===== src/rtl/riscv_hazard_pkg.sv =====
// Shared types and constants for the pipeline hazard controller.
//   hz_state_e : controller state encoding (RUN, MD_BUSY; 2 and 3 reserved)
//   REG_X0     : architectural zero register, never a hazard source
//   MD_CNT_W   : width of the MUL/DIV occupancy counter (covers latency up to 16)
package riscv_hazard_pkg;

    typedef enum logic [1:0] {
        RUN     = 2'd0,
        MD_BUSY = 2'd1
    } hz_state_e;

    localparam logic [4:0] REG_X0   = 5'd0;
    localparam int         MD_CNT_W = $clog2(16);

endpackage


===== src/rtl/riscv_muldiv_timer.sv =====
// Loadable down-counter timing MUL/DIV occupancy of EX.
// Ports:
//   clk, rst  : core clock, synchronous active-high reset (clears count)
//   load      : load load_val this cycle (takes priority over decrement)
//   load_val  : number of further stalled cycles after the start cycle
//   zero      : count is zero
//   busy      : count is non-zero
module riscv_muldiv_timer
    import riscv_hazard_pkg::*;
(
    input  logic                clk,
    input  logic                rst,
    input  logic                load,
    input  logic [MD_CNT_W-1:0] load_val,
    output logic                zero,
    output logic                busy
);

    logic [MD_CNT_W-1:0] cnt_q;

    always_ff @(posedge clk) begin
        if (rst) begin
            cnt_q <= '0;
        end else if (load) begin
            cnt_q <= load_val;
        end else if (cnt_q != '0) begin
            cnt_q <= cnt_q - 1'b1;
        end
    end

    assign zero = (cnt_q == '0);
    assign busy = !zero;

endmodule


===== src/rtl/riscv_hazard_controller.sv =====
// Pipeline hazard sequencing: load-use stall, multi-cycle MUL/DIV hold of EX,
// and redirect flush. Outputs are combinational from registered state plus
// current inputs; all outputs are forced low while rst is high.
// Ports:
//   clk, rst                         : core clock, synchronous active-high reset
//   id_rs1/rs2_addr, id_rs1/rs2_used : source operands of the ID instruction
//   ex_rd_addr, ex_wr_en, ex_is_load : destination info of the EX instruction
//   ex_muldiv_start                  : pulse, MUL/DIV entered EX
//   ex_redirect                      : taken branch/jump resolved in EX
//   stall_if/id/ex                   : hold PC / IF-ID / ID-EX
//   flush_id, flush_ex, bubble_mem   : squash IF-ID / bubble into ID-EX / EX-MEM
//   muldiv_done                      : pulse, MUL/DIV result valid
//   hz_state                         : current state for debug
// Optional feature (macro RISCV_HAZARD_PERF_CNT_EN): saturating counters
//   perf_load_stalls, perf_md_stalls, perf_flushes, each CNT_W bits.
module riscv_hazard_controller
    import riscv_hazard_pkg::*;
#(
    parameter int MULDIV_LAT = 4,
    parameter int CNT_W      = 32
) (
    input  logic       clk,
    input  logic       rst,
    input  logic [4:0] id_rs1_addr,
    input  logic [4:0] id_rs2_addr,
    input  logic       id_rs1_used,
    input  logic       id_rs2_used,
    input  logic [4:0] ex_rd_addr,
    input  logic       ex_wr_en,
    input  logic       ex_is_load,
    input  logic       ex_muldiv_start,
    input  logic       ex_redirect,
    output logic       stall_if,
    output logic       stall_id,
    output logic       stall_ex,
    output logic       flush_id,
    output logic       flush_ex,
    output logic       bubble_mem,
    output logic       muldiv_done,
    output logic [1:0] hz_state
`ifdef RISCV_HAZARD_PERF_CNT_EN
    ,
    output logic [CNT_W-1:0] perf_load_stalls,
    output logic [CNT_W-1:0] perf_md_stalls,
    output logic [CNT_W-1:0] perf_flushes
`endif
);

    if (MULDIV_LAT < 2 || MULDIV_LAT > 16 || CNT_W < 1) begin : g_param_check
        $error("riscv_hazard_controller: MULDIV_LAT must be 2..16 and CNT_W >= 1");
    end

    // The start cycle itself is stalled, so the timer covers the remaining
    // MULDIV_LAT-2 stalled cycles; the release cycle happens at count zero.
    localparam logic [MD_CNT_W-1:0] MD_LOAD_VAL = MD_CNT_W'(MULDIV_LAT - 2);

    hz_state_e state_q, state_d;
    logic      load_use;
    logic      md_load, md_zero, md_busy;

    assign load_use = ex_is_load && ex_wr_en && (ex_rd_addr != REG_X0) &&
                      ((id_rs1_used && (ex_rd_addr == id_rs1_addr)) ||
                       (id_rs2_used && (ex_rd_addr == id_rs2_addr)));

    riscv_muldiv_timer u_timer (
        .clk      (clk),
        .rst      (rst),
        .load     (md_load),
        .load_val (MD_LOAD_VAL),
        .zero     (md_zero),
        .busy     (md_busy)
    );

    always_ff @(posedge clk) begin
        if (rst) begin
            state_q <= RUN;
        end else begin
            state_q <= state_d;
        end
    end

    always_comb begin
        state_d     = state_q;
        md_load     = 1'b0;
        stall_if    = 1'b0;
        stall_id    = 1'b0;
        stall_ex    = 1'b0;
        flush_id    = 1'b0;
        flush_ex    = 1'b0;
        bubble_mem  = 1'b0;
        muldiv_done = 1'b0;
        if (!rst) begin
            case (state_q)
                MD_BUSY: begin
                    if (md_busy) begin
                        stall_if   = 1'b1;
                        stall_id   = 1'b1;
                        stall_ex   = 1'b1;
                        bubble_mem = 1'b1;
                    end else if (md_zero) begin
                        muldiv_done = 1'b1;
                        state_d     = RUN;
                    end
                end
                // RUN and the reserved encodings behave identically.
                default: begin
                    state_d = RUN;
                    if (ex_redirect) begin
                        flush_id = 1'b1;
                        flush_ex = 1'b1;
                    end else if (ex_muldiv_start) begin
                        stall_if   = 1'b1;
                        stall_id   = 1'b1;
                        stall_ex   = 1'b1;
                        bubble_mem = 1'b1;
                        md_load    = 1'b1;
                        state_d    = MD_BUSY;
                    end else if (load_use) begin
                        stall_if = 1'b1;
                        stall_id = 1'b1;
                        flush_ex = 1'b1;
                    end
                end
            endcase
        end
    end

    assign hz_state = rst ? 2'd0 : state_q;

`ifdef RISCV_HAZARD_PERF_CNT_EN
    // A load-use stall is the only case that holds IF without holding EX.
    always_ff @(posedge clk) begin
        if (rst) begin
            perf_load_stalls <= '0;
            perf_md_stalls   <= '0;
            perf_flushes     <= '0;
        end else begin
            if (stall_if && !stall_ex && (perf_load_stalls != '1))
                perf_load_stalls <= perf_load_stalls + 1'b1;
            if (stall_ex && (perf_md_stalls != '1))
                perf_md_stalls <= perf_md_stalls + 1'b1;
            if (flush_id && (perf_flushes != '1))
                perf_flushes <= perf_flushes + 1'b1;
        end
    end
`endif

endmodule


===== config.mk =====
export PLATFORM = sky130hd
export DESIGN_NAME = riscv_hazard_controller
export DESIGN_NICKNAME = d
export VERILOG_FILES = /design/src/rtl/riscv_hazard_pkg.sv /design/src/rtl/riscv_muldiv_timer.sv /design/src/rtl/riscv_hazard_controller.sv
export SDC_FILE = /design/constraint.sdc
export NUM_CORES = 1
export LEC_CHECK = 0
export ABC_AREA = 0
export BUFFER_PORTS_ARGS = -buffer_cell sky130_fd_sc_hd__buf_2
export CORE_MARGIN = 3
export CORE_UTILIZATION = 30
export CTS_BUF_LIST = sky130_fd_sc_hd__clkbuf_4 sky130_fd_sc_hd__clkbuf_8 sky130_fd_sc_hd__clkbuf_16
export DETAILED_ROUTE_END_ITERATION = 6
export GPL_ROUTABILITY_DRIVEN = 0
export PLACE_DENSITY = 0.65
export SLEW_MARGIN = 10
export SYNTH_ARGS = -nofsm -noshare
export SYNTH_HDL_FRONTEND = slang
export SYNTH_SLANG_ARGS = --single-unit

===== constraint.sdc =====
create_clock -name clk -period 1.4 [get_ports clk]
set_input_delay 0.21 -clock clk [delete_from_list [all_inputs] [get_ports clk]]
set_output_delay 0.21 -clock clk [all_outputs]
set_load 0.01 [all_outputs]

# Word-level counts from Yosys, hierarchy flattened
# Cells that the tools add are included.
dict set report word_totals {
  regBits 6
  inputBits 23
  out_inout_bits 9
  word_cells 48
}
dict set report op_classes {
  add_sub_neg 1
  eq_ne 4
  mux 29
  reduce_logical 11
}
# op count
set ops {}
lappend ops {{1-bit 2-to-1 mux} 24}
lappend ops {{5-bit == test} 2}
lappend ops {{2-bit 2-to-1 mux} 5}
lappend ops {{1-bit logical AND} 5}
lappend ops {{5-bit nonzero test} 1}
lappend ops {{4-bit zero test} 1}
lappend ops {{4-bit nonzero test} 1}
lappend ops {{4-bit by 1-bit subtractor with 4-bit output (second input constant)} 1}
lappend ops {{2-bit by 1-bit == test with 1-bit output (second input constant)} 1}
lappend ops {{2-bit inequality test (second input constant)} 1}
lappend ops {{2-bit nonzero test} 1}
lappend ops {{2-bit OR reduction} 1}
lappend ops {{1-bit logical OR} 1}

# Depth between registers and ports, before layout
dict set report depth {
  ltp_word 9
  mapped_depth 5
  depth_no_buf 4
}

# Hierarchy
# From an unflattened synthesis, not the netlist that was laid out.
dict set report unflattened {
  cells_unflattened 66
  area_unflattened_um2 518.0
}
# mod n_inst cells_each area_each_um2 seq_area_each_um2
set modules_own_cells {}
lappend modules_own_cells {riscv_hazard_controller 1 41 290.3 20.0}
lappend modules_own_cells {riscv_muldiv_timer 1 25 227.7 80.1}

# Worst setup path before layout
# Ideal clock, no wire load.
dict set report synth_path {
  path_type {reg-to-output}
  from {register u_timer.cnt_q[2]}
  to {output stall_if}
  t_arrival_ns 1.371
  t_required_ns 1.190
  setup_slack_ns -0.181
  stages_incl_launch_ff 6
  n_path_buf 1
  path_cell_list {dfxtp_1 > or2_1 > or3_1 > a21oi_1 > o22ai_1 > buf_4}
}
dict set report synth_between {
  elab_chain_len 4
}
# element line
set synth_lines {}
lappend synth_lines {{from (decl)} riscv_muldiv_timer.sv:19} ;# logic [MD_CNT_W-1:0] cnt_q;
lappend synth_lines {{from (signal assigned)} riscv_muldiv_timer.sv:25} ;# cnt_q <= load_val;
lappend synth_lines {{from (signal assigned)} riscv_muldiv_timer.sv:27} ;# cnt_q <= cnt_q - 1'b1;
lappend synth_lines {{4-bit zero test} riscv_muldiv_timer.sv:31} ;# assign zero = (cnt_q == '0);
lappend synth_lines {{1-bit 2-to-1 mux (3 in a row)} n/a}
lappend synth_lines {{to (decl)} riscv_hazard_controller.sv:33} ;# output logic stall_if,
# Every way passes these cells.

# Worst setup path in the final report
dict set report layout_path {
  from {register u_timer.cnt_q[2]}
  to {output stall_if}
}
dict set report layout_between {
  elab_chain_len 4
}
# element line
set layout_lines {}
lappend layout_lines {{4-bit zero test} riscv_muldiv_timer.sv:31}
lappend layout_lines {{1-bit 2-to-1 mux} riscv_hazard_controller.sv:95} ;# if (md_busy) begin
lappend layout_lines {{1-bit 2-to-1 mux} riscv_hazard_controller.sv:93} ;# case (state_q)
lappend layout_lines {{1-bit 2-to-1 mux} riscv_hazard_controller.sv:92} ;# if (!rst) begin
# Every way passes these cells.

==> run_results.csv <==
group,metric,value,unit
setup_path,crit_slowest_cell,"or3_4",
synthesis,synth_area_leaders,"dfxtp_1 (24%), xor2_1 (17%), buf_4 (5.3%)",
clocking,cts_sinks,5,
finish,multi_input_area,348,um2
die,die_x,43.5,um
power_and_ir_drop,total_leakage_power,0.365,nW
placement,dpl_cell_area,626,um2
finish,seqCellArea,104,um2
clocking,cts_made_buffers,3,
synthesis,synth_ff_type,"dfxtp_1",
setup_path,r2r_cells,5,
detailed_routing,vias,521,
clocking,cts-root-buf,"clkbuf_4",
timing,slew_violations,0,
timing,max_freq,572,MHz
clocking,cts_tree,"yes",
finish,final_layout_size_suffix_gt1_share,62.4,%
clocking,path_clk_slew,0.04,ns
timing,fin_crit_sh,125,%
grt,grt_pass1_vias,509,
synthesis,synth_largest_area_cell,"dfxtp_1",
power_and_ir_drop,p_sw,0.133,mW
placement,place.detailed.hpwl,970,um
power_and_ir_drop,clockPowerShare,36.4,%
finish,diodes,0,
placement,io_buffers,30,
synthesis,synth_seq_area_share,23.7,%
power_and_ir_drop,ir_drop,0.306,mV
detailed_routing,ant_nets,0,
finish,final_area,757,um2
die,fp-row-count,12,
clocking,holdBufCountCts,0,
setup_path,cpPeakStageDelay,0.34,ns
detailed_routing,drt-vias-per-instance,4.87,
synthesis,ys_seq_elements,5,
timing,clock-skew-final,0.000990,ns
die,coreArea,1220,um2
power_and_ir_drop,power_density,652,nW/um2
finish,fin_nets,117,
timing,finalSetupViolCount,6,
detailed_routing,dr.first_iter.drc_count,4,
grt,grt_usage,14.9,%
setup_path,start_kind,"flip-flop",
power_and_ir_drop,power_switching_share,27.0,%
grt,grt_max_degree,8,
die,die_h,43.5,um
die,initial_core_util,34.7,%
synthesis,syn_inst,52,
setup_path,criticalPathCategory,"reg2out",
setup_path,r2r_setup_slack,0.06,ns
job,cap_violations,0,
synthesis,syn-cell-area,422,um2
synthesis,yosysMostFrequentCell,"xor2_1",
detailed_routing,remaining_drc_errors,0,
setup_path,cp.required,1.19,ns
power_and_ir_drop,comb_power_share,32.4,%
clocking,clk_latency,0.24,ns
clocking,cts_max_path_buffers,2,
setup_path,worstPathArrival,1.54,ns
detailed_routing,wire_per_inst,11.7,um
placement,placedCellCount,100,
status,status,"complete, but fails checks",
clocking,htreeDepth,1,
setup_path,critPathMaxFanout,3,
synthesis,synthesis.nets,75,
setup_path,path_cells,"or2_4 > or3_4 > a21oi_4 > o22ai_2 > buf_2",
grt,grt_pass1_wl,2030,um
die,die_area,1890,um2
synthesis,yosysWarnings,0,
synthesis,synth_top_area_share,23.7,%
timing,min_period,1.75,ns
timing,hold_viol,0,
power_and_ir_drop,intPower,0.360,mW
detailed_routing,firstDrtPassIters,4,
finish,fillers,115,
synthesis,synth_edf_count,0,
min_path,hold_depth,3,
synthesis,synth_cell_types,27,
timing,rsz0062_at_grt,"true",
die,io_pins,32,
timing,finalSetupTns,-1.73,ns
synthesis,avgSynthCellArea,8.11,um2
grt,grt_antenna_before_repair,0,
finish,area_growth,79.5,%
synthesis,synthArstFlopShare,0,%
detailed_routing,wl,1250,um
timing,setup_ws,-0.348,ns
setup_path,crit_path_end_kind,"output port",
min_path,hp-class,"in2reg",
timing,holdWs,0.348,ns
power_and_ir_drop,seq_power_share,31.2,%
finish,final_cells,107,
synthesis,synthTopCellsByCount,"xor2_1 (8), dfxtp_1 (5), nor2_1 (4)",
status,violations,"setup timing",
grt,overflow,0,
-- logic make-up after synthesis --
kind of cell / after synthesis / synth area share, %
simple gates: 20 / 26.4
compound gates: 11 / 19.3
xor+xnor: 10 / 20.8
flops: 5 / 23.7
buf+inv: 5 / 8.90
other cells: 1 / 0.889
-- final cells by class --
cell class / instances / area share, %
repair buffers: 41 / 33.6
inverters: 1 / 0.496
clock buffers: 4 / 3.97
flip-flops and latches: 5 / 13.7
well taps: 14 / 2.31
multi-input cells: 42 / 46.0
-- critical path: cells and delay by family (launching register included) --
family | cells | cell delay, ns
buffers and inverters | 1 | 0.14
DFF | 1 | 0.31
and+or+nand+nor | 2 | 0.59
AOI/OAI and AO/OA | 2 | 0.25
-- cell usage in the layout (no fill, tap or decap), types with 2 or more instances in the layout --
master	n
xnor2_1	2
dfxtp_1	2
buf_6	3
nand2_1	2
a21oi_1	2
nor2_1	4
buf_2	26
xor2_2	2
clkbuf_4	4
nor4_2	2
buf_4	12
o31ai_1	2
dfxtp_2	3
xor2_1	6
-- per-layer routing --
metal | GRT usage (%) | vias to the layer above | routed length [um] | share of wire, %
li1 | - | 263 | - | -
met1 | 15.9 | 230 | 438 | 35
met2 | 24.8 | 26 | 697 | 56
met3 | 2.90 | 2 | 96 | 7.7
met4 | 12.7 | 0 | 17 | 1.4
met5 | 0 | - | 0 | 0
-- state kept, by name, indices dropped and copies added (netlist names) --
name / cells
state_q: 1
u_timer.cnt_q: 4
-- stage by stage --
step                total power [mW]  worst slack [ns]  util [%]
global placement               0.285            -0.211      51.4
detailed placement             0.289            -0.245      51.4
finish                         0.493            -0.348      62.2
CTS                            0.483            -0.381      58.2
global route                   0.529            -0.406      62.2
floorplan                      0.222            -0.113         -
-- path summary, 6_finish.rpt --
kind                         start          endpoint
setup / recovery  u_timer.cnt_q[2]          stall_if
hold / removal                 rst        state_q[0]
setup reg to reg  u_timer.cnt_q[2]        state_q[0]
hold reg to reg   u_timer.cnt_q[3]  u_timer.cnt_q[3]
-- power groups by stage --
stage / Combinational, mW / Clock [mW] / Sequential [mW]
3_5_place_dp: 0.135 / 0 / 0.153
3_3_place_gp: 0.131 / 0 / 0.153
4_1_cts: 0.144 / 0.186 / 0.153
5_1_grt: 0.175 / 0.200 / 0.154
2_1_floorplan: 0.0679 / 0 / 0.154
6_report: 0.160 / 0.179 / 0.154
-- what timing repair did --
action	CTS	global route
pin swaps	5	8
resized for setup	8	9
buffers inserted	3	0
setup endpoints to repair	6	7
(Power assumes the default switching activity.)
